<file path="config.mk">
export PLATFORM = sky130hd
export DESIGN_NAME = mem_access_unit
export DESIGN_NICKNAME = d
export VERILOG_FILES = /design/src/rtl/mem_access_unit.sv
export SDC_FILE = /design/constraint.sdc
export NUM_CORES = 1
export LEC_CHECK = 0
export ABC_CLOCK_PERIOD_IN_PS = 3800
export CORE_MARGIN = 1.5
export CORE_UTILIZATION = 40
export CTS_CLUSTER_SIZE = 40
export DETAILED_ROUTE_END_ITERATION = 6
export PLACE_DENSITY = 0.88
export SLEW_MARGIN = 20
export SYNTH_ARGS = -nofsm -noshare
export SYNTH_HDL_FRONTEND = slang
export SYNTH_SLANG_ARGS = --single-unit
</file>
<file path="constraint.sdc">
create_clock -name clk -period 3.8 [get_ports clk]
set_input_delay 0.76 -clock clk [delete_from_list [all_inputs] [get_ports clk]]
set_output_delay 0.76 -clock clk [all_outputs]
set_load 0.05 [all_outputs]
</file>
<file path="src/rtl/mem_access_unit.sv">
`timescale 1ns/1ps
// mem_access_unit: MEM pipeline stage. It turns EX/MEM load/store requests
// into request/grant/response transactions on one data-memory port. While an
// access is outstanding it holds the pipeline with stall_req_o, then writes
// back the aligned and extended load data, or the pass-through ALU result.
//
// Optional build macro: MEM_MISALIGN_SPLIT_EN
//   defined   -> an access that crosses a beat boundary is split into two beats
//   undefined -> every misaligned access faults; single-beat datapath only
//
// Ports:
//   clk, rst                  clock, synchronous active-low reset
//   in_valid_i, mem_op_i      EX/MEM slot valid / instruction accesses memory
//   mem_store_i, mem_size_i,  store flag, size (B/H/W/D), zero-extend load
//   mem_unsigned_i
//   ram_addr_i                effective byte address
//   w_enable_i/w_addr_i/      write-back controls from EX; w_data_i also
//   w_data_i                  carries the store data
//   w_enable_o/w_addr_o/      write-back to MEM/WB
//   w_data_o
//   stall_req_o, fault_o      pipeline hold, one-cycle access fault
//   mem_req_o ... mem_wdata_o memory request channel
//   mem_gnt_i, mem_rvalid_i,  grant and read response
//   mem_rdata_i
module mem_access_unit #(
    parameter int unsigned XLEN       = 32,
    parameter int unsigned ADDR_W     = 32,
    parameter int unsigned REG_ADDR_W = 5
) (
    input  logic                  clk,
    input  logic                  rst,
    input  logic                  in_valid_i,
    input  logic                  mem_op_i,
    input  logic                  mem_store_i,
    input  logic [1:0]            mem_size_i,
    input  logic                  mem_unsigned_i,
    input  logic [ADDR_W-1:0]     ram_addr_i,
    input  logic                  w_enable_i,
    input  logic [REG_ADDR_W-1:0] w_addr_i,
    input  logic [XLEN-1:0]       w_data_i,
    output logic                  w_enable_o,
    output logic [REG_ADDR_W-1:0] w_addr_o,
    output logic [XLEN-1:0]       w_data_o,
    output logic                  stall_req_o,
    output logic                  fault_o,
    output logic                  mem_req_o,
    output logic                  mem_we_o,
    output logic [ADDR_W-1:0]     mem_addr_o,
    output logic [XLEN/8-1:0]     mem_wmask_o,
    output logic [XLEN-1:0]       mem_wdata_o,
    input  logic                  mem_gnt_i,
    input  logic                  mem_rvalid_i,
    input  logic [XLEN-1:0]       mem_rdata_i
);
    localparam int unsigned BYTES = XLEN / 8;
    localparam int unsigned OFF_W = $clog2(BYTES);
    localparam int unsigned MW    = 2 * BYTES;
    localparam int unsigned DW    = 2 * XLEN;
`ifdef MEM_MISALIGN_SPLIT_EN
    localparam int unsigned BUF_W = DW;
`else
    localparam int unsigned BUF_W = XLEN;
`endif
    localparam bit D_LEGAL = (XLEN == 64);

    typedef enum logic [1:0] {IDLE, REQ, WAIT, DONE} state_e;

    state_e           state_q, state_d;
    logic             beat_q, beat_d;
    logic [BUF_W-1:0] rbuf_q, rbuf_d;

    logic [OFF_W-1:0]  off;
    logic [3:0]        nbytes;
    logic              is_mem;
    logic              size_bad;
    logic              reject;
    logic              more_beats;
    logic [ADDR_W-1:0] beat0_addr;
    logic [ADDR_W-1:0] beat_addr;
    logic [MW-1:0]     mask2;
    logic [DW-1:0]     wdata2;
    logic [XLEN-1:0]   rshift;
    logic [XLEN-1:0]   ld_data;

    // Access decode: lane offset, size, legality.
    assign off      = ram_addr_i[OFF_W-1:0];
    assign nbytes   = 4'd1 << mem_size_i;
    assign is_mem   = in_valid_i & mem_op_i;
    assign size_bad = (mem_size_i == 2'd3) && !D_LEGAL;

`ifdef MEM_MISALIGN_SPLIT_EN
    logic span2;
    // Access crosses into the next beat: needs a second request.
    assign span2      = (5'(off) + 5'(nbytes)) > 5'(BYTES);
    assign reject     = size_bad;
    assign more_beats = span2 & ~beat_q;
`else
    logic misaligned;
    assign misaligned = (ram_addr_i[2:0] & 3'(nbytes - 4'd1)) != 3'd0;
    assign reject     = size_bad | misaligned;
    assign more_beats = 1'b0;
`endif

    // Beat address, double-width store lanes, and load alignment.
    assign beat0_addr = {ram_addr_i[ADDR_W-1:OFF_W], OFF_W'(0)};
    assign beat_addr  = beat_q ? beat0_addr + ADDR_W'(BYTES) : beat0_addr;
    assign mask2      = ((MW'(1) << nbytes) - MW'(1)) << off;
    assign wdata2     = DW'(w_data_i) << {off, 3'b000};
    assign rshift     = XLEN'(rbuf_q >> {off, 3'b000});

    // Truncate to the access size, then sign- or zero-extend.
    always_comb begin
        case (mem_size_i)
            2'd0:    ld_data = XLEN'({{56{rshift[7]  & ~mem_unsigned_i}}, rshift[7:0]});
            2'd1:    ld_data = XLEN'({{48{rshift[15] & ~mem_unsigned_i}}, rshift[15:0]});
            2'd2:    ld_data = XLEN'({{32{rshift[31] & ~mem_unsigned_i}}, rshift[31:0]});
            default: ld_data = rshift;
        endcase
    end

    // Next state, beat counter and read buffer.
    always_comb begin
        state_d = state_q;
        beat_d  = beat_q;
        rbuf_d  = rbuf_q;
        case (state_q)
            IDLE: begin
                if (is_mem && !reject) begin
                    state_d = REQ;
                    beat_d  = 1'b0;
                end
            end
            REQ: begin
                // A response never precedes its grant, so rvalid is ignored here.
                if (mem_gnt_i) begin
                    if (!mem_store_i) begin
                        state_d = WAIT;
                    end else if (more_beats) begin
                        beat_d = 1'b1;
                    end else begin
                        state_d = DONE;
                    end
                end
            end
            WAIT: begin
                if (mem_rvalid_i) begin
`ifdef MEM_MISALIGN_SPLIT_EN
                    if (beat_q) rbuf_d[DW-1:XLEN]   = mem_rdata_i;
                    else        rbuf_d[XLEN-1:0]    = mem_rdata_i;
`else
                    rbuf_d = mem_rdata_i;
`endif
                    if (more_beats) begin
                        state_d = REQ;
                        beat_d  = 1'b1;
                    end else begin
                        state_d = DONE;
                    end
                end
            end
            DONE:    state_d = IDLE;
            default: state_d = IDLE;
        endcase
    end

    // State register; reset abandons any in-flight access.
    always_ff @(posedge clk) begin
        if (!rst) begin
            state_q <= IDLE;
            beat_q  <= 1'b0;
            rbuf_q  <= '0;
        end else begin
            state_q <= state_d;
            beat_q  <= beat_d;
            rbuf_q  <= rbuf_d;
        end
    end

    // Output decode; everything is forced low while reset is asserted.
    always_comb begin
        w_enable_o  = 1'b0;
        w_addr_o    = '0;
        w_data_o    = '0;
        stall_req_o = 1'b0;
        fault_o     = 1'b0;
        mem_req_o   = 1'b0;
        mem_we_o    = 1'b0;
        mem_addr_o  = '0;
        mem_wmask_o = '0;
        mem_wdata_o = '0;
        if (rst) begin
            case (state_q)
                IDLE: begin
                    w_addr_o = w_addr_i;
                    w_data_o = w_data_i;
                    if (!is_mem)     w_enable_o  = w_enable_i;
                    else if (reject) fault_o     = 1'b1;
                    else             stall_req_o = 1'b1;
                end
                REQ: begin
                    stall_req_o = 1'b1;
                    mem_req_o   = 1'b1;
                    mem_we_o    = mem_store_i;
                    mem_addr_o  = beat_addr;
                    if (mem_store_i) begin
                        mem_wmask_o = beat_q ? mask2[MW-1:BYTES] : mask2[BYTES-1:0];
                        mem_wdata_o = beat_q ? wdata2[DW-1:XLEN] : wdata2[XLEN-1:0];
                    end
                end
                WAIT: stall_req_o = 1'b1;
                DONE: begin
                    w_enable_o = w_enable_i;
                    w_addr_o   = w_addr_i;
                    w_data_o   = mem_store_i ? w_data_i : ld_data;
                end
                default: ;
            endcase
        end
    end

endmodule

</file>
==> metrics.txt <==
# TYPE chip_impl_metric gauge
chip_impl_info{name="worstSetupStartpoint",value="mem_size_i[1]"} 1
chip_impl_metric{name="cap_violations",unit=""} 0
chip_impl_metric{name="yosys.area.top_type_share",unit=""} 0.199
chip_impl_info{name="grt_setup_unrepaired",value="no"} 1
chip_impl_metric{name="clkSlewWorstSetupHoldPaths",unit="ns"} 0.06
chip_impl_metric{name="final_core_util",unit=""} 0.780
chip_impl_metric{name="ys_warn_count",unit=""} 0
chip_impl_metric{name="io_buffers",unit=""} 219
chip_impl_metric{name="power.density_cell_area",unit="mW/mm²"} 201
chip_impl_metric{name="initial_antenna_violation_count",unit=""} 0
chip_impl_info{name="tritoncts",value="yes"} 1
chip_impl_info{name="synth.top_cells.by_area",value="sky130_fd_sc_hd__dfxtp_1 20%, sky130_fd_sc_hd__nand2_1 8.6%, sky130_fd_sc_hd__mux2i_1 7.6%, sky130_fd_sc_hd__a21boi_0 7.0%, sky130_fd_sc_hd__a211oi_1 6.8%"} 1
chip_impl_metric{name="cts_setup_buffers",unit=""} 0
chip_impl_info{name="timing.critical_path.from_type",value="input port"} 1
chip_impl_metric{name="core",unit="mm²"} 0.00826
chip_impl_metric{name="p_comb_frac",unit=""} 0.485
chip_impl_info{name="critical_path.slowest_cell",value="sky130_fd_sc_hd__clkdlybuf4s50_1"} 1
chip_impl_metric{name="antenna_violating_nets_post_route",unit=""} 0
chip_impl_metric{name="period_minus_slack",unit="ns"} 3.66
chip_impl_metric{name="post_cts_resized",unit=""} 0
chip_impl_metric{name="synth_enable_flop_cells",unit=""} 0
chip_impl_metric{name="drt-initial-drc-count",unit=""} 329
chip_impl_info{name="run_status",value="finished, final reports clean"} 1
chip_impl_metric{name="use_met2",unit=""} 0.513
chip_impl_metric{name="initial_utilization",unit=""} 0.415
chip_impl_metric{name="groute.layer.met1.usage",unit=""} 0.358
chip_impl_metric{name="fp.dieH",unit="µm"} 95.6
chip_impl_metric{name="cp.required",unit="ns"} 3.04
chip_impl_metric{name="place.gp.congestion",unit=""} 0.932
chip_impl_metric{name="worst_clock_skew",unit="ns"} 0.00125
chip_impl_metric{name="fin_cells",unit=""} 768
chip_impl_metric{name="std_cell_rows",unit=""} 33
chip_impl_metric{name="fraction_of_registers_with_async_set_or_reset_after_synthesis",unit=""} 0
chip_impl_metric{name="power_report.internal_total",unit="mW"} 0.841
chip_impl_metric{name="p_seq_frac",unit=""} 0.280
chip_impl_metric{name="synth_seq_area_share",unit=""} 0.199
chip_impl_metric{name="drc_errors",unit=""} 0
chip_impl_metric{name="grtUsageMet3",unit=""} 0.0678
chip_impl_metric{name="finalHoldWorstSlack",unit="ns"} 0.463
chip_impl_metric{name="inserted_diodes",unit=""} 0
chip_impl_info{name="grt_most_used_layer",value="met2"} 1
chip_impl_metric{name="grt_pass1_vias",unit=""} 4216
chip_impl_metric{name="leakage",unit="nW"} 2.59
chip_impl_metric{name="critPathArrivalTime",unit="ns"} 2.90
chip_impl_info{name="synth_top_cell_by_area",value="sky130_fd_sc_hd__dfxtp_1"} 1
chip_impl_metric{name="fp.dieArea",unit="mm²"} 0.00914
chip_impl_metric{name="p_switching",unit="mW"} 0.456
chip_impl_metric{name="final_hold_violating_endpoints",unit=""} 0
chip_impl_metric{name="setup-tns-final",unit="ns"} 0
chip_impl_metric{name="globalRoute.totalOverflow",unit=""} 0
chip_impl_info{name="synthMostInstantiatedCell",value="sky130_fd_sc_hd__nand2_1"} 1
chip_impl_metric{name="final_max_slew_viol_count",unit=""} 0
chip_impl_metric{name="wl_per_cell",unit="µm"} 18.2
chip_impl_metric{name="area.growth.synth_to_final",unit="%"} 87.8
chip_impl_info{name="reg2reg_to",value="state_q[0]$_SDFFE_PN0P_"} 1
chip_impl_metric{name="cp_slowest_stage_delay",unit="ns"} 0.51
chip_impl_metric{name="synth.lib_cells_used.distinct",unit=""} 42
chip_impl_metric{name="vias_per_cell",unit=""} 5.75
chip_impl_metric{name="pin_count_of_the_biggest_net_entering_global_routing",unit=""} 39
chip_impl_metric{name="worst_ir_drop_vdd",unit="mV"} 0.184
chip_impl_metric{name="grtUsageTotal",unit=""} 0.296
chip_impl_metric{name="grt_pass1_wl",unit="mm"} 21.2
chip_impl_metric{name="synthesis.instances",unit=""} 470
chip_impl_metric{name="place_inst",unit=""} 759
chip_impl_metric{name="netlist_area",unit="mm²"} 0.00343
chip_impl_metric{name="number_of_top_level_design_ports",unit=""} 222
chip_impl_metric{name="via_count",unit=""} 4415
chip_impl_metric{name="worst-slew-pin-transition",unit="ns"} 0.975
chip_impl_metric{name="p_total",unit="mW"} 1.30
chip_impl_metric{name="worst-r2r-cell-count",unit=""} 6
chip_impl_metric{name="postRouteWirelength",unit="mm"} 14.0
chip_impl_info{name="root_buffer",value="sky130_fd_sc_hd__clkbuf_8"} 1
chip_impl_metric{name="post-route-period-util",unit=""} 0.963
chip_impl_metric{name="post-dp-hpwl",unit="mm"} 11.2
chip_impl_metric{name="clock_latency",unit="ns"} 0.28
chip_impl_info{name="worstSetupPathType",value="input port to output pin"} 1
chip_impl_metric{name="cts_max_level",unit=""} 2
chip_impl_metric{name="syn-mean-instance-area",unit="µm²"} 7.29
chip_impl_info{name="worst_hold_path_type",value="register to register"} 1
chip_impl_metric{name="slew-limit-headroom",unit=""} 0.349
chip_impl_metric{name="setup_violations",unit=""} 0
chip_impl_info{name="synth_flop_cell",value="sky130_fd_sc_hd__dfxtp_1"} 1
chip_impl_info{name="synth.top_cells.by_count",value="79 x sky130_fd_sc_hd__nand2_1, 34 x sky130_fd_sc_hd__clkbuf_1, 34 x sky130_fd_sc_hd__dfxtp_1"} 1
chip_impl_metric{name="max-clock-path-buffers",unit=""} 2
chip_impl_metric{name="switching_share",unit=""} 0.351
chip_impl_info{name="path_cells",value="clkdlybuf4s50_1 -> nand2b_1 -> ha_1 -> and3_1 -> nor2b_1 -> a221o_1 -> buf_12"} 1
chip_impl_metric{name="detail_route.first_pass.iterations",unit=""} 5
chip_impl_info{name="worst_setup_path_endpoint",value="w_data_o[24]"} 1
chip_impl_metric{name="critical_path_peak_fanout",unit=""} 7
chip_impl_metric{name="reg2reg_setup_slack",unit="ns"} 1.78
chip_impl_metric{name="num_cts_buffers",unit=""} 5
chip_impl_metric{name="nNetsFinal",unit=""} 780
chip_impl_metric{name="pwr-share-clk",unit=""} 0.235
chip_impl_metric{name="drive_above_1_share",unit=""} 0.178
chip_impl_metric{name="postCtsHoldBufs",unit=""} 0
chip_impl_info{name="regToRegStartpoint",value="state_q[1]$_SDFFE_PN0P_"} 1
chip_impl_metric{name="clk_sink_count",unit=""} 34
chip_impl_metric{name="fmax",unit="MHz"} 273
chip_impl_metric{name="layout.filler_cells",unit=""} 566
chip_impl_metric{name="postSynthRegisterBits",unit=""} 34
chip_impl_metric{name="die-width",unit="µm"} 95.6
chip_impl_info{name="kind_of_end_point_of_the_critical_path",value="output pin"} 1
## power by group through the flow
| stage | Sequential (mW) | Clock, mW | Combinational, mW |
|---|---|---|---|
| floorplan | 0.369 | 0 | 0.310 |
| global placement | 0.370 | 0 | 0.612 |
| detailed placement | 0.370 | 0 | 0.624 |
| CTS | 0.362 | 0.307 | 0.626 |
| global route | 0.363 | 0.324 | 0.657 |
| finish | 0.363 | 0.305 | 0.629 |
## state kept, by name (all words and copies together), names as in the netlist
signal   cells
state_q      2
rbuf_q      32
## worst min path at each step
stage,startpoint,end,slack [ns],cells after the start
detailed placement,rbuf_q[4]$_SDFFE_PN0P_,rbuf_q[4]$_SDFFE_PN0P_,0.46,2
finish,rbuf_q[4]$_SDFFE_PN0P_,rbuf_q[4]$_SDFFE_PN0P_,0.46,2
global placement,rbuf_q[2]$_SDFFE_PN0P_,rbuf_q[2]$_SDFFE_PN0P_,0.45,2
floorplan,rbuf_q[0]$_SDFFE_PN0P_,rbuf_q[0]$_SDFFE_PN0P_,0.44,2
CTS,rbuf_q[4]$_SDFFE_PN0P_,rbuf_q[4]$_SDFFE_PN0P_,0.47,2
global route,rbuf_q[2]$_SDFFE_PN0P_,rbuf_q[2]$_SDFFE_PN0P_,0.49,2
## logic make-up after synthesis
logic type | share of synthesized area
flip-flops | 0.199
adder cells (fa/ha/maj) | 0.0219
other | 0.00109
AO/OA/AOI/OAI | 0.308
buffers and inverters | 0.0752
AND/OR/NAND/NOR | 0.283
multiplexers | 0.112
## per-layer routing
layer	routed length, µm	up-vias
li1	-	2074
met5	0	-
met1	5410	2063
met3	1310	31
met4	341	0
met2	6910	247
## stage by stage
| step | worst slack, ns | area, µm² |
|---|---|---|
| after floorplan | 0.133 | 3440 |
| after global placement | 0.290 | 6310 |
| after detailed placement | 0.192 | 6310 |
| after CTS | 0.193 | 6420 |
| after global routing | 0.0114 | 6440 |
| final | 0.141 | 6440 |
## cell type report
| cell class | instances | area [µm²] | area share |
|---|---|---|---|
| Inverter | 9 | 33.8 | 0.00525 |
| Sequential cell | 34 | 681 | 0.106 |
| Timing Repair Buffer | 234 | 2980 | 0.463 |
| Tap cell | 105 | 131 | 0.0204 |
| Clock buffer | 8 | 110 | 0.0171 |
| Multi-Input combinational cell | 378 | 2500 | 0.389 |
## cells in the final DEF, fill, tap and decap left out, drive strengths merged, types with 2 or more instances in the layout
cell type	n
inv	9
dfxtp	34
conb	2
a211o	7
clkbuf	8
nor2	33
o2bb2ai	8
o22ai	2
and2	16
nor2b	19
nand2	79
nand2b	5
a221oi	2
a22oi	9
clkdlybuf4s50	139
mux2	9
a211oi	31
nand3	3
a21oi	19
ha	6
mux2i	26
o21ai	7
a221o	15
and3	33
nand4b	2
buf	95
a21boi	32
## worst max-delay path: cells and delay by family
kind / cells / cell delay [ns]
simple gates: 3 / 0.88
buf+inv: 2 / 0.67
compound gates: 1 / 0.33
fa+ha+maj: 1 / 0.26
Note: power is estimated with default switching activity, not from simulation.
